### src/rtl/wr_pulse_gen_fixed_delay.sv
// Fixed-delay trigger regenerator: re-emits RX trigger timestamps as pulses
// at a constant latency measured against local WR time.
//
// Ports:
//   clk_ref_i        125 MHz WR reference clock
//   rst_i            synchronous active-high reset
//   ts_valid_i       one-cycle strobe, trigger timestamp present
//   ts_tai_i         trigger TAI seconds
//   ts_cycles_i      trigger ref-cycle count
//   tm_time_valid_i  local WR time valid
//   tm_tai_i         local TAI seconds
//   tm_cycles_i      local ref-cycle count
//   pulse_o          regenerated trigger pulse
//   busy_o           triggers pending or FSM not idle
//   cnt_late_o       triggers dropped because their target had passed
//   cnt_ovf_o        triggers dropped on full queue or invalid time
module wr_pulse_gen_fixed_delay #(
    parameter int unsigned g_delay_cycles = 2500,
    parameter int unsigned g_pulse_width  = 125,
    parameter int unsigned g_fifo_depth   = 8,
    parameter int unsigned g_clk_freq     = 125000000
) (
    input  logic        clk_ref_i,
    input  logic        rst_i,
    input  logic        ts_valid_i,
    input  logic [39:0] ts_tai_i,
    input  logic [27:0] ts_cycles_i,
    input  logic        tm_time_valid_i,
    input  logic [39:0] tm_tai_i,
    input  logic [27:0] tm_cycles_i,
    output logic        pulse_o,
    output logic        busy_o,
    output logic [15:0] cnt_late_o,
    output logic [15:0] cnt_ovf_o
);

    localparam int unsigned AW =
        (g_fifo_depth > 1) ? $clog2(g_fifo_depth) : 1;
    localparam int unsigned PW =
        (g_pulse_width > 1) ? $clog2(g_pulse_width) : 1;

    typedef enum logic [1:0] {IDLE, LOAD, ARMED, PULSE} state_t;

    function automatic logic [15:0] sat_inc(input logic [15:0] v);
        return (v == 16'hFFFF) ? v : v + 16'd1;
    endfunction

    // Delay stage
    logic        d_valid;
    logic [39:0] d_tai;
    logic [27:0] d_cyc;
    logic [28:0] sum;

    assign sum = {1'b0, ts_cycles_i} + 29'(g_delay_cycles);

    always_ff @(posedge clk_ref_i) begin
        if (rst_i) begin
            d_valid <= 1'b0;
            d_tai   <= '0;
            d_cyc   <= '0;
        end else begin
            d_valid <= ts_valid_i;
            if (ts_valid_i) begin
                if (sum >= 29'(g_clk_freq)) begin
                    d_cyc <= 28'(sum - 29'(g_clk_freq));
                    d_tai <= ts_tai_i + 40'd1;
                end else begin
                    d_cyc <= sum[27:0];
                    d_tai <= ts_tai_i;
                end
            end
        end
    end

    // Target queue
    state_t        state;
    logic [67:0]   mem [g_fifo_depth];
    logic [AW-1:0] wp;
    logic [AW-1:0] rp;
    logic [AW:0]   fcnt;
    logic [AW+1:0] pending;
    logic          full;
    logic          wr_en;
    logic          pop;
    logic [67:0]   head;
    logic [67:0]   now;
    logic [67:0]   target;
    logic [PW-1:0] pw_cnt;

    // The armed entry still counts as pending, so capacity covers it.
    assign pending = {1'b0, fcnt} + (AW + 2)'(state == ARMED);
    assign full    = pending >= (AW + 2)'(g_fifo_depth);
    assign wr_en   = d_valid && tm_time_valid_i && !full;
    assign pop     = (state == LOAD) && tm_time_valid_i;
    assign head    = mem[rp];
    assign now     = {tm_tai_i, tm_cycles_i};

    always_ff @(posedge clk_ref_i) begin
        if (wr_en) mem[wp] <= {d_tai, d_cyc};
    end

    always_ff @(posedge clk_ref_i) begin
        if (rst_i) begin
            state      <= IDLE;
            wp         <= '0;
            rp         <= '0;
            fcnt       <= '0;
            target     <= '0;
            pw_cnt     <= '0;
            pulse_o    <= 1'b0;
            busy_o     <= 1'b0;
            cnt_late_o <= '0;
            cnt_ovf_o  <= '0;
        end else begin
            busy_o <= (fcnt != '0) || (state != IDLE);
            if (d_valid && !wr_en) cnt_ovf_o <= sat_inc(cnt_ovf_o);

            if (!tm_time_valid_i) begin
                // Time lost: pending targets are meaningless, drop silently.
                wp      <= '0;
                rp      <= '0;
                fcnt    <= '0;
                state   <= IDLE;
                pulse_o <= 1'b0;
            end else begin
                if (wr_en) wp <= wp + 1'b1;
                if (pop)   rp <= rp + 1'b1;
                unique case ({wr_en, pop})
                    2'b10:   fcnt <= fcnt + 1'b1;
                    2'b01:   fcnt <= fcnt - 1'b1;
                    default: fcnt <= fcnt;
                endcase

                unique case (state)
                    IDLE: begin
                        if (fcnt != '0) state <= LOAD;
                    end
                    LOAD: begin
                        target <= head;
                        if (head <= now) begin
                            cnt_late_o <= sat_inc(cnt_late_o);
                            state      <= IDLE;
                        end else begin
                            state <= ARMED;
                        end
                    end
                    ARMED: begin
                        if (now == target) begin
                            state   <= PULSE;
                            pulse_o <= 1'b1;
                            pw_cnt  <= PW'(g_pulse_width - 1);
                        end else if (now > target) begin
                            // Time jumped over the target.
                            cnt_late_o <= sat_inc(cnt_late_o);
                            state      <= IDLE;
                        end
                    end
                    PULSE: begin
                        if (pw_cnt == '0) begin
                            pulse_o <= 1'b0;
                            state   <= IDLE;
                        end else begin
                            pw_cnt <= pw_cnt - 1'b1;
                        end
                    end
                    default: state <= IDLE;
                endcase
            end
        end
    end

endmodule

### config.mk
export PLATFORM = sky130hd
export DESIGN_NAME = wr_pulse_gen_fixed_delay
export DESIGN_NICKNAME = d
export VERILOG_FILES = /design/src/rtl/wr_pulse_gen_fixed_delay.sv
export SDC_FILE = /design/constraint.sdc
export NUM_CORES = 1
export LEC_CHECK = 0
export BUFFER_PORTS_ARGS = -buffer_cell sky130_fd_sc_hd__buf_2
export CAP_MARGIN = 20
export CORE_MARGIN = 4
export CORE_UTILIZATION = 45
export DETAILED_ROUTE_END_ITERATION = 8
export SETUP_SLACK_MARGIN = 0.1
export SYNTH_ARGS = -nofsm -noshare
export SYNTH_HDL_FRONTEND = slang
export SYNTH_SLANG_ARGS = --single-unit
### constraint.sdc
create_clock -name clk_ref_i -period 11.4 [get_ports clk_ref_i]
set_clock_uncertainty 0.2 [all_clocks]
set_input_delay 1.14 -clock clk_ref_i [delete_from_list [all_inputs] [get_ports clk_ref_i]]
set_output_delay 1.14 -clock clk_ref_i [all_outputs]
set_load 0.02 [all_outputs]
### Word level (Yosys, flattened, before mapping)

Memory sizes are Yosys's and may differ from the RTL's. A register that Yosys moved wholly into a read port is not among the register bits.
Index checks and enable logic that the tools add are counted.

* add/subtract/negate cells: 11
* order comparisons: 4
* equality and inequality tests: 16
* multiplexer cells: 24
* bitwise logic cells: 2
* reductions and logical operators: 21

Operator list (number)
* $eq 68x68->1: 1
* $gt 68x68->1: 1
* $le 68x68->1: 1
* $mux 16: 4
* $add 40x1->40 const B: 1
* $mux 40: 1
* $add 16x1->16 const B: 2
* $eq 16x16->1 const B: 2
* $pmux 16 s2: 1
* $add 28x12->29 const B: 1
* $ge 29x27->1 const B: 1
* $mux 28: 1
* $sub 28x27->28 const B: 1
* $mux 7: 2
* $pmux 7 s2: 1
* $mux 2: 5
* $ne 2x2->1 const B: 4
* $pmux 2 s4: 1
* $pmux 4 s2: 1
* $reduce_bool 2->1: 4
* $logic_not 7->1: 1
* $sub 7x1->7 const B: 1
* $add 3x1->3 const B: 2
* $eq 2x2->1 const B: 3
* 21 further kinds: 35

* register bits: 190
* memory bits (writable): 544
* input port bits: 140
* output and inout port bits: 34
* logic and storage cells: 92
* memories: 1

Memory list
* mem: depth 8, bits a word 68, rd ports 1, clocked after memory_dff 1, wr ports 1, RTL line 77 `logic [67:0] mem [g_fifo_depth];`

### Longest topological paths before layout

* word-level depth: 8
* mapped depth: 17
* gate-level depth less buffers: 15

### Least setup slack after synthesis

Ideal clock, no wire load.

* path kind: flip-flop to flip-flop
* from: register state[0]
* to: memory mem[0][0], enable pin
* library setup time: 0.662 ns
* arrival time: 8.065 ns
* required time: 10.538 ns
* setup slack: 2.474 ns
* cell stages (with the launch flop): 10
* path buffers: 0
* clock period less this slack: 8.926 ns
* cells stage by stage: dfxtp_1 inv_1 ha_1 ha_1 ha_1 nor3b_1 o21ai_0 inv_1 nand2_1 nor4_1

* longest elaborated chain between the ends: 7

RTL lines
* start: declaration: RTL line 76 `state_t state;`
* start signal: assignment: RTL line 104 `state <= IDLE;`
* start signal: assignment: RTL line 123 `state <= IDLE;`
* start signal: assignment: RTL line 136 `if (fcnt != '0) state <= LOAD;`
* $eq 2x2->1: RTL line 91 `assign pending = {1'b0, fcnt} + (AW + 2)'(state == ARMED);`
* $add 4x1->5: RTL line 91
* $ge 5x4->1: RTL line 92 `assign full = pending >= (AW + 2)'(g_fifo_depth);`
* $logic_not 1->1: RTL line 93 `assign wr_en = d_valid && tm_time_valid_i && !full;`
* $logic_and 1x1->1: RTL line 93
* $mux 1: RTL line 99 `if (wr_en) mem[wp] <= {d_tai, d_cyc};`
* $mux 1 (implied by the code): RTL line 99
* end: declaration: RTL line 77

Every way passes these cells.

==> out/metrics.yaml <==
grt_max_degree: 115
htree_levels: 3
die_w_um: 282
final_area_um2: 38300
cts_tree: "yes"
grt_usage_pct: 20.9
cp_max_fo: 43
grt_busiest_layer: "met2"
drt_iter0_drc: 1523
wl_per_cell_um: 22.8
relSlewSlack_pct: 27.4
portBuffers: 173
hold_viol_final: 0
met2_usage_pct: 34.5
root_buffer: "clkbuf_16"
synth_commonest_cells: "edfxtp_1, nor2_1, dfxtp_1, inv_1, ha_1"
drive_above_1_share_pct: 22.1
drcViolationCount: 0
period_share_pct: 52.5
synth_cell_type_count: 81
clock_sinks: 737
required_ns: 11.70
antenna_found_initial: 6
synth_area_leaders: "edfxtp_1, dfxtp_1, mux4_2"
fin_nets: 2874
syn_area_per_cell_um2: 14.1
drt-total-wl_um: 82600
power.density_nw_per_um2: 152
period_minus_slack_ns: 5.98
grt_pass1_wl_um: 125000
cts_hold_buf: 0
ys_seq_elements: 737
slew_viol_final: 0
worstMarginPinSlew_ns: 1.09
synth_ff_type: "edfxtp_1"
path_clk_slew_ns: 0.06
clk_latency_ns: 0.62
cp.arrival_ns: 6.28
rows: 100
slowest_stage: "dfxtp_4"
place_area_um2: 35700
rsz0062_at_grt: "false"
cts_resized: 0
worstPathCellList: "buf_4, mux4_2, mux2_2, ha_1, nand4_1, or2_1, or3_1, or4_1, o221a_1, o221ai_1, a21oi_1, a211oi_4, buf_8, nor3_1, mux2_4"
synth_edf_count: 544
max_cap_violations: 0
area_growth_syn_to_layout_pct: 13.5
syn-num-nets: 2696
synth_cells: 2398
setup_slack_ns: 5.42
dp_slack_ns: 4.90
timing.hold.ws_ns: 0.292
cpPeakStageDelay_ns: 0.71
hp-class: "flop to flop"
synth-async-reset-ratio_pct: 0
clock.fmax_ghz: 0.167
yosysMostFrequentCell: "edfxtp_1"
yosysTopAreaCellShare_pct: 48.4
first_global_vias: 20900
use_met3_pct: 3.32
vdd_drop_max_mv: 0.0972
start_util_pct: 45.4
gp_congestion: 0.860
path_class: "flop to flop"
dp_hpwl_um: 52700
fin_util_pct: 51.5
num_vias: 20400
min_from: "target[67]$_SDFFE_PP0P_"
synth_warnings: 0
yosysTopAreaCell: "edfxtp_1"
die_area_um2: 79500
globalRouteMet1Util_pct: 28.8
setup_viol_count_final: 0
outcome: "completed"
cts_buffers: 80
postCtsSetupBuffers: 0
multiInputGateArea_um2: 12500
p_leak_uw: 0.0133
firstDrtPassIters: 6
via_per_inst: 5.65
setup-tns-final_ns: 0
overflow: 0
nFillCells: 6244
synth-seq-area-share_pct: 59.8
start_kind: "flop"
die_y_um: 282
seqCellArea_um2: 20200
ios: 174
postRouteAntennaNets: 0
end_kind: "flop"
cts_buffer_depth: 3
coreArea_um2: 74400
syn_area_um2: 33800
## metrics by stage
stage / instances / total power [uW]
finish: 3614 / 5840
global route: 3612 / 6060
CTS: 3610 / 5900
detailed placement: 3462 / 3330
global placement: 3462 / 3320
floorplan: 2398 / 3200
## power by group
group	internal [uW]	switching, uW	total, uW
Combinational	120	184	305
Clock	1530	1040	2570
Sequential	2920	48.7	2970
Total	4570	1270	5840
## layout by cell type, fill, tap and decap left out, types with 16 or more instances in the layout
master / instances
a211oi_1: 47
a21o_1: 51
a21oi_1: 58
and3_1: 21
buf_2: 171
buf_4: 28
clkbuf_1: 16
clkbuf_16: 83
dfxtp_1: 190
edfxtp_1: 544
ha_1: 157
inv_1: 167
mux2_2: 67
mux2i_1: 86
mux4_2: 136
nand2_1: 71
nand3_1: 53
nand4_1: 52
nor2_1: 207
nor2b_1: 17
nor3_1: 28
o21ai_0: 38
xnor2_1: 63
xor2_1: 37
## path summary, 6_finish.rpt
path                                      to  slack, ns  depth (start not counted)
hold reg to reg      target[67]$_SDFFE_PP0P_       0.29                          2
setup / recovery  cnt_late_o[8]$_SDFFE_PP0P_       5.42                         15
hold / removal       target[67]$_SDFFE_PP0P_       0.29                          2
setup reg to reg  cnt_late_o[8]$_SDFFE_PP0P_       5.42                         15
## flip-flops by register name, summed over array words and instances (netlist names), named ones only
name,count
busy_o,1
cnt_late_o,16
cnt_ovf_o,16
d_cyc,28
d_tai,40
d_valid,1
fcnt,4
mem,544
pulse_o,1
pw_cnt,7
rp,3
state,2
target,68
wp,3
## critical path, delay by kind of cell (launching register included)
| kind | cells | cell delay, ns |
|---|---|---|
| buffers and inverters | 2 | 0.88 |
| adder cells (fa/ha/maj) | 1 | 0.30 |
| multiplexers | 3 | 1.04 |
| AO/OA/AOI/OAI | 4 | 0.96 |
| AND/OR/NAND/NOR | 5 | 1.72 |
| flip-flops | 1 | 0.71 |
## layout make-up
type                       instances  share of cell area (%)
clock inverter                    47                    1.19
clock buffer                     101                    5.65
inverter                         168                    1.64
multi-input combinational       1387                    32.7
sequential                       737                    52.7
tap                              969                    3.16
timing repair buffer             202                    2.90
antenna                            3                  0.0196
## per-layer routing
layer  vias up  wire, um
met1     10300     35700
met2       592     39800
li1       9460         -
met5         -        27
met3       108      5230
met4         4      1780
## cells by family after synthesis
family | synth area share (%)
simple gates | 8.74
fa+ha+maj | 5.87
mux | 14.2
xor+xnor | 2.64
buf+inv | 3.23
compound gates | 5.49
flops | 59.8
Power figures use the tool's default switching activity.
